`config.mk`:
```
export PLATFORM = sky130hd
export DESIGN_NAME = ncpu32k_wb_arbiter
export DESIGN_NICKNAME = d
export VERILOG_FILES = /design/src/rtl/ncpu32k_wb_arbiter_pkg.sv /design/src/rtl/ncpu32k_wb_fifo.sv /design/src/rtl/ncpu32k_wb_arbiter.sv
export SDC_FILE = /design/constraint.sdc
export NUM_CORES = 1
export LEC_CHECK = 0
export CAP_MARGIN = 10
export CORE_MARGIN = 5
export CORE_UTILIZATION = 55
export DETAILED_ROUTE_END_ITERATION = 10
export DONT_BUFFER_PORTS = 1
export MAX_ROUTING_LAYER = met4
export PLACE_DENSITY = 0.7
export SLEW_MARGIN = 40
export SYNTH_ARGS = -nofsm -noshare
export SYNTH_HDL_FRONTEND = slang
export SYNTH_SLANG_ARGS = --single-unit
```
`constraint.sdc`:
```
create_clock -name clk -period 7.5 [get_ports clk]
set_input_delay 1.5 -clock clk [delete_from_list [all_inputs] [get_ports clk]]
set_output_delay 1.5 -clock clk [all_outputs]
set_load 0.01 [all_outputs]
```
`src/rtl/ncpu32k_wb_arbiter_pkg.sv`:
```
// ============================================================================
// Module : ncpu32k_wb_arbiter_pkg
// Purpose: Shared configuration for the writeback arbiter slice. Holds the
//          core data/register-address widths and the grant-source encoding
//          used by the arbiter's last-grant register.
// Ports  : none (package)
// Rev    : 1.0  initial release
// ============================================================================
`default_nettype none

package ncpu32k_wb_arbiter_pkg;

  // Core-wide widths (data path and register-file address)
  localparam int NCPU_DW     = 32;
  localparam int NCPU_REG_AW = 5;

  // Writeback grant source
  typedef enum logic [0:0] {
    WB_SRC_ALU = 1'b0,
    WB_SRC_LSU = 1'b1
  } wb_src_e;

endpackage : ncpu32k_wb_arbiter_pkg

`default_nettype wire

```
`src/rtl/ncpu32k_wb_fifo.sv`:
```
// ============================================================================
// Module : ncpu32k_wb_fifo
// Purpose: Small synchronous FIFO buffering LSU writeback results so the LSU
//          never has to stall while the ALU holds the write port.
// Ports  : clk, rst_n        clock, asynchronous active-low reset
//          push, din         write request / data (ignored while full)
//          pop, dout         read request (ignored while empty) / head data
//          full, empty       status derived from the registered count
//          count             number of valid entries
// Rev    : 1.0  initial release
// ============================================================================
`default_nettype none

module ncpu32k_wb_fifo #(
  parameter int WIDTH = 37,
  parameter int DEPTH = 2    // power of two, >= 2
) (
  input  logic                       clk,
  input  logic                       rst_n,
  input  logic                       push,
  input  logic [WIDTH-1:0]           din,
  input  logic                       pop,
  output logic [WIDTH-1:0]           dout,
  output logic                       full,
  output logic                       empty,
  output logic [$clog2(DEPTH):0]     count
);

  localparam int PW = $clog2(DEPTH);
  localparam int CW = PW + 1;

  logic [WIDTH-1:0] mem [DEPTH];
  logic [PW-1:0]    wr_ptr;
  logic [PW-1:0]    rd_ptr;
  logic [CW-1:0]    cnt;
  logic             do_push;
  logic             do_pop;

  // Status comes from the registered count only: a pop while full does not
  // open a slot for a push in the same cycle.
  assign full    = (cnt == CW'(DEPTH));
  assign empty   = (cnt == '0);
  assign count   = cnt;
  assign dout    = mem[rd_ptr];

  assign do_push = push && !full;
  assign do_pop  = pop && !empty;

  // Pointers wrap naturally because DEPTH is a power of two.
  always_ff @(posedge clk or negedge rst_n) begin
    if (!rst_n) begin
      wr_ptr <= '0;
      rd_ptr <= '0;
      cnt    <= '0;
    end else begin
      if (do_push) wr_ptr <= wr_ptr + PW'(1);
      if (do_pop)  rd_ptr <= rd_ptr + PW'(1);
      case ({do_push, do_pop})
        2'b10:   cnt <= cnt + CW'(1);
        2'b01:   cnt <= cnt - CW'(1);
        default: cnt <= cnt;
      endcase
    end
  end

  // Storage needs no reset; the count qualifies every entry.
  always_ff @(posedge clk) begin
    if (do_push) mem[wr_ptr] <= din;
  end

endmodule : ncpu32k_wb_fifo

`default_nettype wire

```
`src/rtl/ncpu32k_wb_arbiter.sv`:
```
// ============================================================================
// Module : ncpu32k_wb_arbiter
// Purpose: Writeback stage in front of the register file's single write port.
//          Merges back-pressurable ALU results with non-stalling LSU results
//          (buffered in a FIFO), round-robin arbitrates between them and
//          registers one write per cycle. Writes to r0 are consumed silently.
// Ports  : clk, rst_n                       clock, async active-low reset
//          alu_wb_valid/ready/addr/dat      ALU result handshake
//          lsu_wb_valid/ready/addr/dat      LSU result handshake (ready = FIFO
//                                           not full)
//          regf_we/regf_din_addr/regf_din   registered register-file write
//          wb_pending                       FIFO non-empty or write in flight
// Rev    : 1.0  initial release
// ============================================================================
`default_nettype none

module ncpu32k_wb_arbiter
  import ncpu32k_wb_arbiter_pkg::*;
#(
  parameter int DW             = NCPU_DW,
  parameter int AW             = NCPU_REG_AW,
  parameter int LSU_FIFO_DEPTH = 2
) (
  input  logic          clk,
  input  logic          rst_n,
  input  logic          alu_wb_valid,
  output logic          alu_wb_ready,
  input  logic [AW-1:0] alu_wb_addr,
  input  logic [DW-1:0] alu_wb_dat,
  input  logic          lsu_wb_valid,
  output logic          lsu_wb_ready,
  input  logic [AW-1:0] lsu_wb_addr,
  input  logic [DW-1:0] lsu_wb_dat,
  output logic          regf_we,
  output logic [AW-1:0] regf_din_addr,
  output logic [DW-1:0] regf_din,
  output logic          wb_pending
);

  localparam int FW = AW + DW;
  localparam int CW = $clog2(LSU_FIFO_DEPTH) + 1;

  logic [FW-1:0] fifo_dout;
  logic          fifo_full;
  logic          fifo_empty;
  logic [CW-1:0] fifo_count;
  logic [AW-1:0] fifo_addr;
  logic [DW-1:0] fifo_dat;

  logic          alu_req;
  logic          lsu_req;
  logic          grant_alu;
  logic          grant_lsu;
  wb_src_e       last_grant;
  logic [AW-1:0] sel_addr;
  logic [DW-1:0] sel_dat;

  // --------------------------------------------------------------------------
  // LSU result buffer
  // --------------------------------------------------------------------------
  ncpu32k_wb_fifo #(
    .WIDTH (FW),
    .DEPTH (LSU_FIFO_DEPTH)
  ) u_lsu_fifo (
    .clk   (clk),
    .rst_n (rst_n),
    .push  (lsu_wb_valid),
    .din   ({lsu_wb_addr, lsu_wb_dat}),
    .pop   (grant_lsu),
    .dout  (fifo_dout),
    .full  (fifo_full),
    .empty (fifo_empty),
    .count (fifo_count)
  );

  assign {fifo_addr, fifo_dat} = fifo_dout;
  assign lsu_wb_ready          = !fifo_full;

  // --------------------------------------------------------------------------
  // Round-robin arbitration: on contention the source that did not win last
  // time is granted, so neither side waits more than one cycle.
  // --------------------------------------------------------------------------
  assign alu_req = alu_wb_valid;
  assign lsu_req = !fifo_empty;

  always_comb begin
    grant_alu = 1'b0;
    grant_lsu = 1'b0;
    sel_addr  = fifo_addr;
    sel_dat   = fifo_dat;
    if (alu_req && lsu_req) begin
      if (last_grant == WB_SRC_LSU) grant_alu = 1'b1;
      else                          grant_lsu = 1'b1;
    end else if (alu_req) begin
      grant_alu = 1'b1;
    end else if (lsu_req) begin
      grant_lsu = 1'b1;
    end
    if (grant_alu) begin
      sel_addr = alu_wb_addr;
      sel_dat  = alu_wb_dat;
    end
  end

  assign alu_wb_ready = grant_alu;

  always_ff @(posedge clk or negedge rst_n) begin
    if (!rst_n) begin
      last_grant <= WB_SRC_LSU;
    end else if (grant_alu) begin
      last_grant <= WB_SRC_ALU;
    end else if (grant_lsu) begin
      last_grant <= WB_SRC_LSU;
    end
  end

  // --------------------------------------------------------------------------
  // Output register. The register file always accepts, so a grant is always
  // a completed write; an r0 destination completes the handshake but keeps
  // the write enable low.
  // --------------------------------------------------------------------------
  always_ff @(posedge clk or negedge rst_n) begin
    if (!rst_n) begin
      regf_we       <= 1'b0;
      regf_din_addr <= '0;
      regf_din      <= '0;
    end else if (grant_alu || grant_lsu) begin
      regf_we       <= (sel_addr != '0);
      regf_din_addr <= sel_addr;
      regf_din      <= sel_dat;
    end else begin
      regf_we       <= 1'b0;
    end
  end

  assign wb_pending = (fifo_count != '0) || regf_we;

endmodule : ncpu32k_wb_arbiter

`default_nettype wire

```
# Word level (Yosys, flattened, before mapping)
# Memory sizes are Yosys's and may differ from the RTL's.
# Cells that the tools add are included.
[totals]
reg_bits = 43
ramBits = 74
inputBits = 78
output_inout_bits = 41
elab_cells = 42
memories = 1
[classes]
add_sub_neg = 4
eq_ne = 3
muxes = 15
n_reduce_logical = 12
[mem_list]
columns = ["memory", "depth", "width", "read_ports", "rd_clocked_by_memory_dff", "wr", "line_no", "text"]
rows = [
  ["u_lsu_fifo.mem", 2, 37, 1, 0, 1, "ncpu32k_wb_fifo.sv:32", "logic [WIDTH-1:0] mem [DEPTH];"],
]
[ops]
columns = ["op", "count"]
rows = [
  ["32-bit 2-to-1 mux", 1],
  ["1-bit 2-to-1 mux", 12],
  ["2-bit nonzero test", 3],
  ["5-bit 2-to-1 mux", 1],
  ["5-bit nonzero test", 1],
  ["2-bit equality test, second input constant", 2],
  ["2-bit case mux with 2 select lines", 1],
  ["1-bit logical AND", 3],
  ["1-bit adder, second input constant", 2],
  ["2-bit by 1-bit adder with 2-bit output, second input constant", 1],
  ["2-bit by 1-bit equality test with 1-bit output, second input constant", 1],
  ["1-bit logical NOT", 2],
  ["2-bit logical NOT", 1],
  ["1-bit logical OR", 2],
  ["2-bit by 1-bit subtractor with 2-bit output, second input constant", 1],
]

# Depth between registers and ports, before layout
# Gate-level depths: netlist of the first run.
[depth]
word_depth = 7
depth_mapped = 9
ltp_nobuf = 7

# Modules after synthesis
# From an unflattened synthesis of the first run, not the netlist that was laid out.
[hier_totals]
cells_unflattened = 348
hier_area_um2 = 5039.8
[modules_own_cells]
columns = ["mod", "instances", "cells_per_inst", "area_each_um2", "seq_area_each_um2"]
rows = [
  ["ncpu32k_wb_fifo", 1, 133, 2949.1, 2322.2],
  ["ncpu32k_wb_arbiter", 1, 215, 2090.8, 977.2],
]

# Worst setup path after synthesis of the first run
# OpenSTA, ideal clock, no wires.
[synth_timing]
path_kind = "input port to output port"
start = "in alu_wb_valid"
end = "out alu_wb_ready"
arrival_time_ps = 2149
required_time_ps = 6000
path_slack_ps = 3851
stages = 4
path_buffers = 2
cell_sequence = "nand2_1 -> buf_2 -> buf_1 -> inv_1"
[synth_between]
elab_chain_cells = 2
elab_cells_between_ends = 3
cone_classes = "mux: 2; reduce/logical: 1"
[synth_rtl]
columns = ["item", "line_no", "text"]
rows = [
  ["start, declared", "ncpu32k_wb_arbiter.sv:26", "input logic alu_wb_valid,"],
  ["1-bit 2-to-1 mux or 1-bit logical AND (tied branches)", "ncpu32k_wb_arbiter.sv:94, ncpu32k_wb_arbiter.sv:91", ""],
  ["1-bit 2-to-1 mux (*)", "ncpu32k_wb_arbiter.sv:91", "if (alu_req && lsu_req) begin"],
  ["end, declared", "ncpu32k_wb_arbiter.sv:27", "output logic alu_wb_ready,"],
]
# Mark *: on every way between the ends. The rest lies on a longest branch, timed or not.

# Worst setup path in the final report of the first run
# Ends and elaborated chain as after synthesis.

==> flow_metrics.env, run 1 <==
export IMPL_synth_seq_cells=117
export IMPL_cap_viol_max_count=0
export IMPL_dominantRegCellSynth="edfxtp_1"
export IMPL_post_cts_buffers=0
export IMPL_seqCellArea_sq_um=3300
export IMPL_areaGrowthSynthToFinish_pct=14.3
export IMPL_critPathLaunchType="input pin"
export IMPL_skew_ns=0.0116
export IMPL_setup_viol=0
export IMPL_die_w_um=106
export IMPL_cts_path_max_buffers=2
export IMPL_p_sw_frac=0.297
export IMPL_synth_edff_count=74
export IMPL_synthArstFlopShare=0.368
export IMPL_dp_hpwl_um=6210
export IMPL_grt_overflow=0
export IMPL_antenna_left=0
export IMPL_cts_htree_levels=4
export IMPL_dr_first_iter_drc_count=114
export IMPL_grt_use_total=0.198
export IMPL_r2r_slack_ns=5.47
export IMPL_p_int_uw=1960
export IMPL_cp_startpoint="alu_wb_valid"
export IMPL_r2r_end="u_lsu_fifo.count[1]$_DFFE_PN0P_"
export IMPL_wl_per_cell_um=23.4
export IMPL_synth_most_common_cell="edfxtp_1"
export IMPL_drive_gt1_frac=0.521
export IMPL_fin_tns_setup_ns=0
export IMPL_drc=0
export IMPL_cts_resized=0
export IMPL_status="finished clean"
export IMPL_syn_nets=393
export IMPL_first_pass_iters=4
export IMPL_rsz0062_at_grt="false"
export IMPL_cts_sinks=117
export IMPL_rr_startpoint="u_lsu_fifo.count[0]$_DFFE_PN0P_"
export IMPL_synth_area_leaders="edfxtp_1, dfrtp_1, mux2_2"
export IMPL_postSynthAreaPerCell_sq_um=16.3
export IMPL_cellLeakagePower_uw=0.00211
export IMPL_fp_dieH_um=106
export IMPL_multi_input_area_sq_um=1710
export IMPL_fin_crit_ns=3.55
export IMPL_hold_class="reg -> reg"
export IMPL_finalCritPeriodShare=0.474
export IMPL_netlist_instances=314
export IMPL_synthTopCellsByCount="edfxtp_1, mux2_2, dfrtp_1, or2_2, o221a_2"
export IMPL_nets=394
export IMPL_design_area_sq_um=5850
export IMPL_p_per_area_nw_per_um2=475
export IMPL_dieArea_sq_um=11300
export IMPL_critPathKind="in -> out"
export IMPL_cp_cell_sequence="nand2_4 > inv_1"
export IMPL_ys_warn_count=0
export IMPL_hold_violations=0
export IMPL_cpPeakStageDelay_ns=0.35
export IMPL_worst_endpoint_arrival_ns=2.05
export IMPL_post_route_util=0.640
export IMPL_row_count=35
export IMPL_synth_top_cell_by_area="edfxtp_1"
export IMPL_p_comb_frac=0.279
export IMPL_ioPinCount=119
export IMPL_routed_wirelength_um=10300
export IMPL_placedInstanceArea_sq_um=5200
export IMPL_fmax_ghz=0.282
export IMPL_grt_max_degree=44
export IMPL_nFillCells=618
export IMPL_cts_tree="built"
export IMPL_p_sw_uw=825
export IMPL_routed_via_density=6.15
export IMPL_gp_congestion=0.725
export IMPL_grt_pass1_vias=3018
export IMPL_dp_slack_ns=3.66
export IMPL_ir_drop_v=0.000254
export IMPL_power_frac_seq=0.409
export IMPL_clkPwrFrac=0.312
export IMPL_path_buf_inv=1
export IMPL_worstSetupEndpoint="alu_wb_ready"
export IMPL_yosysSeqAreaShare=0.645
export IMPL_cp_max_fo=39
export IMPL_antenna_found_initial=0
export IMPL_tightest_slew_ns=0.644
export IMPL_critical_path_top_delay_family="simple AND/OR/NAND/NOR gates"
export IMPL_cts_made_buffers=17
export IMPL_endpoint_kind="primary output"
export IMPL_slew_viol_final=0
export IMPL_ff2ff_path_depth=6
export IMPL_cp_depth=2
export IMPL_portBuffers=0
export IMPL_vias=2700
export IMPL_ys_types=33
export IMPL_clock_latency_ns=0.51
export IMPL_hold_buffers=0
export IMPL_start_util=0.559
export IMPL_design_core_area_sq_um=9150
export IMPL_cts_root_buf="clkbuf_8"
export IMPL_timing_final_ws_setup_ns=3.95
export IMPL_netlist_area_leader_share=0.434
export IMPL_clkTransAtPathRegs_ns=0.05
export IMPL_grt_pass1_wl_um=16200
export IMPL_min_path_cells=1
export IMPL_syn_area_sq_um=5120
export IMPL_cp_slowest_cell="nand2_4"
export IMPL_required_ns=6.00
export IMPL_n_antenna_cell=0
export IMPL_slew_headroom=0.571
-- layer usage --
metal / vias up / part of all wire / track usage
met2: 106 / 0.48 / 0.308
li1: 1221 / - / -
met4: 0 / 0.015 / 0.0858
met1: 1355 / 0.41 / 0.221
met3: 18 / 0.098 / 0.0911
met5: - / 0 / -
-- worst reg2reg max path: cells and delay by family (launching register included) --
| kind | cells | cell delay [ns] |
|---|---|---|
| and+or+nand+nor | 3 | 0.96 |
| DFF | 1 | 0.45 |
| adders and majority gates | 1 | 0.26 |
| xor gates and xnor gates | 1 | 0.18 |
| buffers and inverters | 1 | 0.11 |
-- metrics by stage --
stage                     power (uW)  hold WS, ns  std cells
after floorplan                 1770        0.461        314
after global placement          1870        0.532        405
after detailed placement        1920        0.533        407
after CTS                       2810        0.541        439
after global routing            2930        0.557        439
final                           2780        0.539        439
-- layout by cell type, fill, tap and decap left out, types with 4 or more instances in the layout --
cell type and instances:
or2_2 37, bufinv_16 5, dfrtp_1 41, edfxtp_1 74, clkbuf_16 16, clkinvlp_4 4
mux2_1 9, o221a_2 27, xnor2_1 4, mux2_4 8, mux2_2 57, o221a_1 10
-- cell families (layout without fill, tap and decap cells) --
logic type / after synthesis / after routing / share of synthesized area
xor gates and xnor gates: 5 / 5 / 0.00855
buffers and inverters: 23 / 37 / 0.0259
adders and majority gates: 1 / 1 / 0.00244
AOI/OAI and AO/OA: 41 / 41 / 0.0873
and+or+nand+nor: 53 / 53 / 0.0626
muxes: 74 / 74 / 0.169
DFF: 117 / 117 / 0.645
-- registers in the layout, summed over array words and instances, names as in the netlist --
signal	flops
last_grant	1
regf_din	32
regf_din_addr	5
regf_we	1
u_lsu_fifo.count	2
u_lsu_fifo.mem	74
u_lsu_fifo.rd_ptr	1
u_lsu_fifo.wr_ptr	1
-- cell type report --
| type | count | area share |
|---|---|---|
| clock inverters | 15 | 0.0391 |
| flip-flops and latches | 117 | 0.564 |
| multi-input cells | 174 | 0.292 |
| inverters | 2 | 0.00128 |
| well taps | 111 | 0.0237 |
| clock buffers | 17 | 0.0708 |
| repair buffers | 3 | 0.00855 |
-- worst min-delay path by stage --
stage	from	to	slack [ns]
2_1_floorplan	u_lsu_fifo.wr_ptr$_DFFE_PN0N_	u_lsu_fifo.wr_ptr$_DFFE_PN0N_	0.46
3_3_place_gp	last_grant$_DFFE_PN1P_	last_grant$_DFFE_PN1P_	0.53
3_5_place_dp	last_grant$_DFFE_PN1P_	last_grant$_DFFE_PN1P_	0.53
4_1_cts	last_grant$_DFFE_PN1P_	last_grant$_DFFE_PN1P_	0.54
5_1_grt	last_grant$_DFFE_PN1P_	last_grant$_DFFE_PN1P_	0.56
6_report	last_grant$_DFFE_PN1P_	last_grant$_DFFE_PN1P_	0.54
-- power groups by stage --
stage	Clock [uW]	Sequential, uW	Combinational, uW
2_1_floorplan	0	1060	715
3_3_place_gp	0	1140	731
3_5_place_dp	0	1150	776
4_1_cts	882	1140	783
5_1_grt	918	1160	846
6_report	868	1140	776
No activity file was read; power rests on OpenSTA's default activity.
==> run 2, diff against run 1 <==
--- a/config.mk
+++ b/config.mk
@@ -5,6 +5,7 @@
 export SDC_FILE = /design/constraint.sdc
 export NUM_CORES = 1
 export LEC_CHECK = 0
+export ABC_AREA = 1
 export CAP_MARGIN = 10
 export CORE_MARGIN = 5
 export CORE_UTILIZATION = 55
==> constraint.sdc (replaced) <==
create_clock -name clk -period 3.45 [get_ports clk]
set_input_delay 0.69 -clock clk [delete_from_list [all_inputs] [get_ports clk]]
set_output_delay 0.69 -clock clk [all_outputs]
set_load 0.01 [all_outputs]
==> run 2 against run 1 <==
Effect of this change:
- global-route usage shrank 0.82 points
- flip-flop and latch count did not move
- register-to-register slack got worse by 4.2 ns
- combinational power increased by 110%
- first-iteration DRC count shrank 12%
- sequential share of layout area increased by 4.0 points
- non-clock buffer count is 5 higher
- synthesized area fell by 5.6%
- clock-buffer cell count increased by 5
- clock skew shrank 0.0042 ns
- core utilization fell by 0.74 points
- clock power is 84% higher
- critical endpoint unchanged
- highest routed layer unchanged
==> flow_metrics.env, run 2 <==
export IMPL_design_core_area_sq_um=8640
export IMPL_nFillCells=658
export IMPL_regMostFlops="u_lsu_fifo.mem"
export IMPL_grt_overflow=0
export IMPL_cts_htree_levels=4
export IMPL_cts_path_max_buffers=2
export IMPL_p_per_area_nw_per_um2=1020
export IMPL_placedInstanceArea_sq_um=4880
export IMPL_final_cell_mix="edfxtp_1, nand2_1, nor2_1"
export IMPL_endpoint_kind="primary output"
export IMPL_antenna_found_initial=0
export IMPL_ff2ff_path_depth=5
export IMPL_routed_wirelength_um=9740
export IMPL_syn_area_sq_um=4830
export IMPL_cp_max_fo=14
export IMPL_p_sw_frac=0.353
export IMPL_skew_ns=0.00746
export IMPL_cellLeakagePower_uw=0.00207
export IMPL_finalCritPeriodShare=0.743
export IMPL_wl_per_cell_um=18.8
export IMPL_postSynthAreaPerCell_sq_um=12.4
export IMPL_synthTopCellsByCount="edfxtp_1, nand2_1, nor2_1, dfrtp_1, a21oi_1"
export IMPL_cts_made_buffers=17
export IMPL_final_common_cell="edfxtp_1"
export IMPL_setup_viol=0
export IMPL_clkPwrFrac=0.287
export IMPL_grt_pass1_vias=2978
export IMPL_r2r_slack_ns=1.31
export IMPL_fp_dieH_um=104
export IMPL_grt_pass1_wl_um=15500
export IMPL_ir_drop_v=0.000529
export IMPL_synth_edff_count=74
export IMPL_clkTransAtPathRegs_ns=0.06
export IMPL_fmax_ghz=0.390
export IMPL_drc=0
export IMPL_drive_gt1_frac=0.227
export IMPL_rr_startpoint="u_lsu_fifo.count[0]$_DFFE_PN0P_"
export IMPL_grt_use_total=0.190
export IMPL_tightest_slew_ns=0.817
export IMPL_dr_first_iter_drc_count=100
export IMPL_r2r_end="u_lsu_fifo.mem[0][15]$_DFFE_PP_"
export IMPL_hold_class="in -> async"
export IMPL_syn_nets=469
export IMPL_ys_types=26
export IMPL_ys_warn_count=0
export IMPL_hold_violations=0
export IMPL_fin_crit_ns=2.56
export IMPL_critPathLaunchType="register"
export IMPL_cts_tree="built"
export IMPL_synth_most_common_cell="edfxtp_1"
export IMPL_portBuffers=0
export IMPL_die_w_um=104
export IMPL_row_count=34
export IMPL_p_int_uw=3610
export IMPL_first_pass_iters=4
export IMPL_gp_congestion=0.823
export IMPL_fin_tns_setup_ns=0
export IMPL_slew_headroom=0.454
export IMPL_slew_viol_final=0
export IMPL_cp_startpoint="u_lsu_fifo.count[0]$_DFFE_PN0P_"
export IMPL_antenna_left=0
export IMPL_worst_endpoint_arrival_ns=1.87
export IMPL_largest_reg_flops=74
export IMPL_clock_latency_ns=0.49
export IMPL_cts_root_buf="clkbuf_8"
export IMPL_areaGrowthSynthToFinish_pct=12.9
export IMPL_n_antenna_cell=0
export IMPL_status="finished clean"
export IMPL_design_area_sq_um=5460
export IMPL_dominantRegCellSynth="edfxtp_1"
export IMPL_reg_top3="u_lsu_fifo.mem: 74 flops, regf_din: 32 flops, regf_din_addr: 5 flops"
export IMPL_synth_top_cell_by_area="edfxtp_1"
export IMPL_post_cts_buffers=0
export IMPL_synthArstFlopShare=0.368
export IMPL_dp_hpwl_um=6270
export IMPL_grt_max_degree=45
export IMPL_netlist_instances=390
export IMPL_p_comb_frac=0.290
export IMPL_power_frac_seq=0.423
export IMPL_routed_via_density=5.55
export IMPL_p_sw_uw=1970
export IMPL_start_util=0.560
export IMPL_cts_sinks=117
export IMPL_vias=2867
export IMPL_cap_viol_max_count=0
export IMPL_netlist_area_leader_share=0.460
export IMPL_synth_area_leaders="edfxtp_1, dfrtp_1, nand2_1"
export IMPL_rsz0062_at_grt="false"
export IMPL_nets=475
export IMPL_critPathKind="reg -> out"
export IMPL_yosysSeqAreaShare=0.683
export IMPL_ioPinCount=119
export IMPL_required_ns=2.76
export IMPL_synth_seq_cells=117
export IMPL_dieArea_sq_um=10800
## run 2: cell count changes in the layout (fill, tap and decap cells not counted), sizes merged, moves of 23 or more
cell / delta
o221a: -37
a21oi: +40
nand2: +58
o211ai: +32
mux2: -74
o21ai: +23
nor2: +48
## run 2: how the worst max path moves through the flow
| stage | to | slack [ns] | depth (start not counted) |
|---|---|---|---|
| global route | alu_wb_ready | 0.74 | 3 |
| global placement | regf_din[23]$_DFFE_PN0P_ | 1.31 | 6 |
| CTS | alu_wb_ready | 0.85 | 3 |
| finish | alu_wb_ready | 0.89 | 3 |
| floorplan | u_lsu_fifo.mem[1][0]$_DFFE_PP_ | 0.65 | 2 |
| detailed placement | regf_din[28]$_DFFE_PN0P_ | 1.25 | 7 |
## run 2: kinds of logic (layout without fill, tap and decap cells)
family | after synthesis | count (layout) | share of synthesized area
flip-flops | 117 | 117 | 0.683
adder cells (fa/ha/maj) | 1 | 1 | 0.00259
buffers and inverters | 37 | 56 | 0.0448
XOR/XNOR | 3 | 3 | 0.00544
AO/OA/AOI/OAI | 95 | 95 | 0.145
AND/OR/NAND/NOR | 137 | 137 | 0.119
## run 2: final cells by class
type                    instances  area (sq um)  area share
clock buffers                  22           443      0.0811
clock inverters                10           106      0.0195
flip-flops and latches        117          3300       0.604
well taps                     108           135      0.0248
multi-input cells             236          1330       0.244
inverters                      16          62.6      0.0115
repair buffers                  8          80.1      0.0147
## run 2: metal layers
metal	track usage	routed length, um	vias up
li1	-	-	1375
met1	0.205	3860	1381
met2	0.308	4870	103
met3	0.0852	905	8
met4	0.0722	102	0
met5	-	0	-
## run 2: repair_timing
| item | in CTS | in global routing |
|---|---|---|
| hold endpoints to repair | 42 | 0 |
| hold buffers | 1 | 0 |
| gates resized for setup | 0 | 0 |
## run 2: power groups by stage
stage                     sequential (uW)  combinational, uW  clock, uW
final                                2360               1620       1600
after global routing                 2400               1830       1700
after CTS                            2370               1650       1630
after detailed placement             2390               1640          0
after global placement               2380               1570          0
after floorplan                      2320               1370          0
## run 2: critical path, cell delays in order (launching register included)
cell	delay [ns]
dfrtp_1	0.47
nor2_1	0.17
nand2_1	0.11
nand2_1	0.62
## run 2: stage by stage
step / std cells / hold WS, ns / setup WS [ns] / power (uW) / util
floorplan: 390 / 0.394 / 0.650 / 3680 / -
global placement: 484 / 0.395 / 1.31 / 3940 / 0.565
detailed placement: 484 / 0.395 / 1.25 / 4020 / 0.565
CTS: 517 / 0.0151 / 0.852 / 5650 / 0.632
global route: 517 / 0.0106 / 0.738 / 5930 / 0.632
finish: 517 / 0.0391 / 0.887 / 5580 / 0.632
